==> config.mk <==
export PLATFORM = sky130hd
export DESIGN_NAME = traffic_request_unit
export DESIGN_NICKNAME = d
export VERILOG_FILES = /design/src/rtl/traffic_request_unit.sv
export SDC_FILE = /design/constraint.sdc
export NUM_CORES = 1
export LEC_CHECK = 0
export CAP_MARGIN = 10
export CORE_MARGIN = 8
export CORE_UTILIZATION = 49
export DETAILED_ROUTE_END_ITERATION = 10
export GPL_ROUTABILITY_DRIVEN = 0
export GPL_TIMING_DRIVEN = 0
export MAX_ROUTING_LAYER = met4
export PLACE_DENSITY = 0.86
export SLEW_MARGIN = 20
export SYNTH_ARGS = -nofsm -noshare
export SYNTH_HDL_FRONTEND = slang
export SYNTH_SLANG_ARGS = --single-unit
==> constraint.sdc <==
create_clock -name CLK -period 1.3 [get_ports CLK]
set_input_delay 0.13 -clock CLK [delete_from_list [all_inputs] [get_ports CLK]]
set_output_delay 0.13 -clock CLK [all_outputs]
set_load 0.05 [all_outputs]
==> src/rtl/traffic_request_unit.sv <==
// Per-approach sensor debounce, request latch, serve-clear and starvation flag for the intersection controller.
// Latency: request rises DEBOUNCE-1 edges after the first high sample edge; clear on the edge green is sampled.
// No backpressure: outputs are decoded from registered state only. Optional conflict checker: TRC_CONFLICT_EN.
module traffic_request_unit #(
    parameter int DEBOUNCE = 2,
    parameter int MAX_WAIT = 15
) (
    input  logic       CLK,
    input  logic       RST,
    input  logic [3:0] sensor,
    input  logic [2:0] ns_light,
    input  logic [2:0] ew_light,
    input  logic [2:0] sw_ne_light,
    input  logic [2:0] wn_es_light,
    output logic       ns_traffic,
    output logic       ew_traffic,
    output logic       sw_ne_traffic,
    output logic       wn_es_traffic,
    output logic [3:0] starve,
    output logic       conflict
);

    localparam int DCW = $clog2(DEBOUNCE + 1);
    localparam int AW  = $clog2(MAX_WAIT + 1);

    localparam logic [2:0] LIGHT_RED    = 3'b100;
    localparam logic [2:0] LIGHT_YELLOW = 3'b010;
    localparam logic [2:0] LIGHT_GREEN  = 3'b001;

    typedef enum logic [1:0] {
        S_IDLE,
        S_DEBOUNCE,
        S_PENDING,
        S_SERVED
    } state_t;

    state_t         state_q [4];
    state_t         state_d [4];
    logic [DCW-1:0] deb_q   [4];
    logic [DCW-1:0] deb_d   [4];
    logic [AW-1:0]  age_q   [4];
    logic [AW-1:0]  age_d   [4];

    logic [2:0] light [4];
    logic [3:0] green;

    assign light[0] = ns_light;
    assign light[1] = ew_light;
    assign light[2] = sw_ne_light;
    assign light[3] = wn_es_light;

    // Green decode per approach, shared by the FSMs and the conflict checker
    always_comb begin
        green = '0;
        for (int i = 0; i < 4; i++) begin
            green[i] = (light[i] == LIGHT_GREEN);
        end
    end

    // Next-state logic for the four independent approach FSMs
    always_comb begin
        for (int i = 0; i < 4; i++) begin
            state_d[i] = state_q[i];
            deb_d[i]   = deb_q[i];
            age_d[i]   = age_q[i];
            case (state_q[i])
                S_IDLE: begin
                    if (sensor[i]) begin
                        if (DEBOUNCE == 1) begin
                            state_d[i] = S_PENDING;
                            deb_d[i]   = '0;
                            age_d[i]   = '0;
                        end else begin
                            state_d[i] = S_DEBOUNCE;
                            deb_d[i]   = DCW'(1);
                        end
                    end
                end
                S_DEBOUNCE: begin
                    // Green is deliberately ignored here; clearance waits for PENDING
                    if (!sensor[i]) begin
                        state_d[i] = S_IDLE;
                        deb_d[i]   = '0;
                    end else if (deb_q[i] + DCW'(1) == DCW'(DEBOUNCE)) begin
                        state_d[i] = S_PENDING;
                        deb_d[i]   = '0;
                        age_d[i]   = '0;
                    end else begin
                        deb_d[i] = deb_q[i] + DCW'(1);
                    end
                end
                S_PENDING: begin
                    // Green wins over ageing on the same edge
                    if (green[i]) begin
                        state_d[i] = S_SERVED;
                        age_d[i]   = '0;
                    end else if (age_q[i] != AW'(MAX_WAIT)) begin
                        age_d[i] = age_q[i] + AW'(1);
                    end
                end
                S_SERVED: begin
                    // Sensor ignored until the green ends, so a waiting car re-arms afterwards
                    if (!green[i]) begin
                        state_d[i] = S_IDLE;
                        deb_d[i]   = '0;
                    end
                end
                default: begin
                    state_d[i] = S_IDLE;
                    deb_d[i]   = '0;
                    age_d[i]   = '0;
                end
            endcase
        end
    end

    // State and counter registers, cleared asynchronously
    always_ff @(posedge CLK or posedge RST) begin
        if (RST) begin
            for (int i = 0; i < 4; i++) begin
                state_q[i] <= S_IDLE;
                deb_q[i]   <= '0;
                age_q[i]   <= '0;
            end
        end else begin
            for (int i = 0; i < 4; i++) begin
                state_q[i] <= state_d[i];
                deb_q[i]   <= deb_d[i];
                age_q[i]   <= age_d[i];
            end
        end
    end

    // Requests and starve flags decode straight from registered state and age
    always_comb begin
        starve = '0;
        for (int i = 0; i < 4; i++) begin
            starve[i] = (state_q[i] == S_PENDING) && (age_q[i] == AW'(MAX_WAIT));
        end
    end

    assign ns_traffic    = (state_q[0] == S_PENDING);
    assign ew_traffic    = (state_q[1] == S_PENDING);
    assign sw_ne_traffic = (state_q[2] == S_PENDING);
    assign wn_es_traffic = (state_q[3] == S_PENDING);

`ifdef TRC_CONFLICT_EN
    logic conflict_q;
    logic conflict_d;
    logic illegal;

    // Illegal when any light is not exactly one-hot or more than one approach is green
    always_comb begin
        illegal = ((green & (green - 4'd1)) != 4'd0);
        for (int i = 0; i < 4; i++) begin
            if ((light[i] != LIGHT_RED) && (light[i] != LIGHT_YELLOW) &&
                (light[i] != LIGHT_GREEN)) begin
                illegal = 1'b1;
            end
        end
        conflict_d = conflict_q | illegal;
    end

    // Sticky conflict flag, only reset clears it
    always_ff @(posedge CLK or posedge RST) begin
        if (RST) begin
            conflict_q <= 1'b0;
        end else begin
            conflict_q <= conflict_d;
        end
    end

    assign conflict = conflict_q;
`else
    assign conflict = 1'b0;
`endif

endmodule

==> metrics <==
Yosys reg bits=32; worst vdd ir=1320 uV; number of synthesized flops with an enable pin=0; syn_area_per_cell=9.59 sq um; RSZ-0062 raised after global routing=yes; TritonRoute pass-1 iters=4; post-synthesis sequential area ratio=43.3%; CP Capture Type=primary output; DR WL/cell=17.1 microns; post-synth top area share=43.3%; Synth async-reset ratio=100%; Pins Over Slew Limit=0; status=complete, but fails checks; worst rel slew slack=56.2%; clock latency on the worst-skew pair=290 ps; CP arrival=1400 ps; FP Rows=22; GRT Resource Usage Total=17.0%; Initial Utilization=50.9%; Detail Placement HPWL=2.80 mm; clock transition at the registers of the reported paths=70 ps; DR iter-0 viols=145; cell with the most instances after synthesis=dfrtp_1; Cells after Synth=193; Tot Pwr=5.49 mW; clock root buffer=clkbuf_8; Num Clock Sinks=32; Yosys warnings=0; I/O pin count=27; CTS tree=done; Distinct cells, synth=45; violated checks=setup timing; Synth area leaders=dfrtp_1 (43%), nand4_1 (4.4%), o211ai_1 (4.1%); post-synth top area cell=dfrtp_1; first-pass GRT wire length=8.29 mm; Layout area overhead=51.0%; TNS Setup=-468 ps; final instance area=2790 sq um; dominant synthesized flop cell=dfrtp_1; Crit Path Max Fanout=3; power density cells=1970 nW/um^2; Die W=77.5 microns; Place WS=-647 ps; Post-Syn Area=1850 sq um; Tmin final=1530 ps; largest net degree at the start of global routing=33; Final #Nets=280; DRC errors left=0; endpoints failing setup=7; die area=6000 sq um; Hold Buf Count CTS=0; Fin. Hold Viols=0; Mapped Nets=215; Tightest Pin Transition=657 ps; Core ar.=3630 sq um; vias in the first global route=1,875; antenna-violating nets left=0; Via Count=1,858; global route overflow=0; Max Root-Sink Buffers=2; worst setup margin=-231 ps; fmax=653 MHz; leak pwr=1.17 nW; Cell Area, Placed=2170 sq um; CP required=1170 ps; number of max-cap violations=0; Final period util=118%; vias per cell=6.05; ANT cells=0; Worst Setup Start Kind=flop; clk_skew=10.5 ps; Die Y=77.5 microns; Crit Path Class=reg -> out; share of post-route cells with drive strength above 1=35.5%; IO Port Bufs=25; # H-tree levels=2; top cells by count, synth=dfrtp_1 (32), inv_1 (14), nand4_1 (13); TritonCTS buffer count=5; post-layout util=76.9%; worst hold path type=in -> async; final WL=5.24 mm; antenna violations before repair=0
cells by family (layout without fill, tap and decap cells):
logic type / Yosys count / in the layout / share of synthesized area [%]
mux: 1 / 1 / 0.608
flops: 32 / 32 / 43.3
fa+ha+maj: 4 / 4 / 2.70
other cells: 1 / 1 / 0.203
buf+inv: 23 / 89 / 5.21
simple gates: 76 / 76 / 25.3
compound gates: 56 / 56 / 22.7
final timing paths:
kind | start | end | slack, ps | cells past startpoint
worst max-delay path | age_q[4]$_DFFE_PP0P_ | starve[2] | -230 | 4
worst min-delay path | RST | deb_q[6]$_DFFE_PP0P_ | 250 | 2
worst max register to register | age_q[0]$_DFFE_PP0P_ | age_q[3]$_DFFE_PP0P_ | -40 | 5
worst min register to register | deb_q[3]$_DFFE_PP0P_ | deb_q[3]$_DFFE_PP0P_ | 480 | 1
max in group asynchronous | RST | state_q[2]$_DFFE_PP0P_ | 570 | 2
min in group CLK | deb_q[3]$_DFFE_PP0P_ | deb_q[3]$_DFFE_PP0P_ | 480 | 1
metal layers:
layer	GRT usage, %	part of all wire [%]
met4	6.23	4.3
met5	-	0
met3	5.07	4.8
met2	30.1	52
met1	17.5	39
stage by stage:
stage,cells,hold slack [ps]
after floorplan,193,246
after global placement,266,461
after detailed placement,266,466
after CTS,298,282
after global routing,307,317
final,307,254
worst max-delay path, cell delays in order (launching register included):
cell and delay (ps):
dfrtp_1 390, ha_2 200, and4b_1 210, and2_4 170
buf_8 140
cells in the final DEF, fill, tap and decap left out, types with 4 or more instances in the layout:
cell              n
dfrtp_1          26
nand3_1           4
inv_1            13
or3b_1            5
nand4_1          13
clkdlybuf4s50_1  17
nand2b_1          6
nor2b_1           5
nand2_1          10
nand3b_1          4
a31oi_1          11
clkbuf_8          5
dfrtp_2           6
o211ai_1         10
nor2_1            4
buf_8             7
buf_6             9
nor3b_1           4
a21oi_1           7
buf_4            27
area by class of cell:
| class | instances | area (sq um) |
|---|---|---|
| clock inverters | 2 | 35.0 |
| inverters | 17 | 71.3 |
| repair buffers | 58 | 561 |
| plain buffers | 6 | 37.5 |
| flip-flops and latches | 32 | 808 |
| fillers | 223 | 840 |
| well taps | 48 | 60.1 |
| clock buffers | 6 | 72.6 |
| multi-input cells | 138 | 1150 |
timing repair:
item,in CTS,in global routing
endpoints found under the setup margin,10,22
hold endpoints to repair,0,0
buffers inserted,24,10
gates resized for setup,94,22
pin swaps,8,17
power breakdown:
group | total (mW) | internal (mW) | switching, mW
logic | 2.78 | 1.38 | 1.40
clock network | 0.938 | 0.568 | 0.370
registers | 1.77 | 1.35 | 0.428
Note: power is estimated with default switching activity, not from simulation.
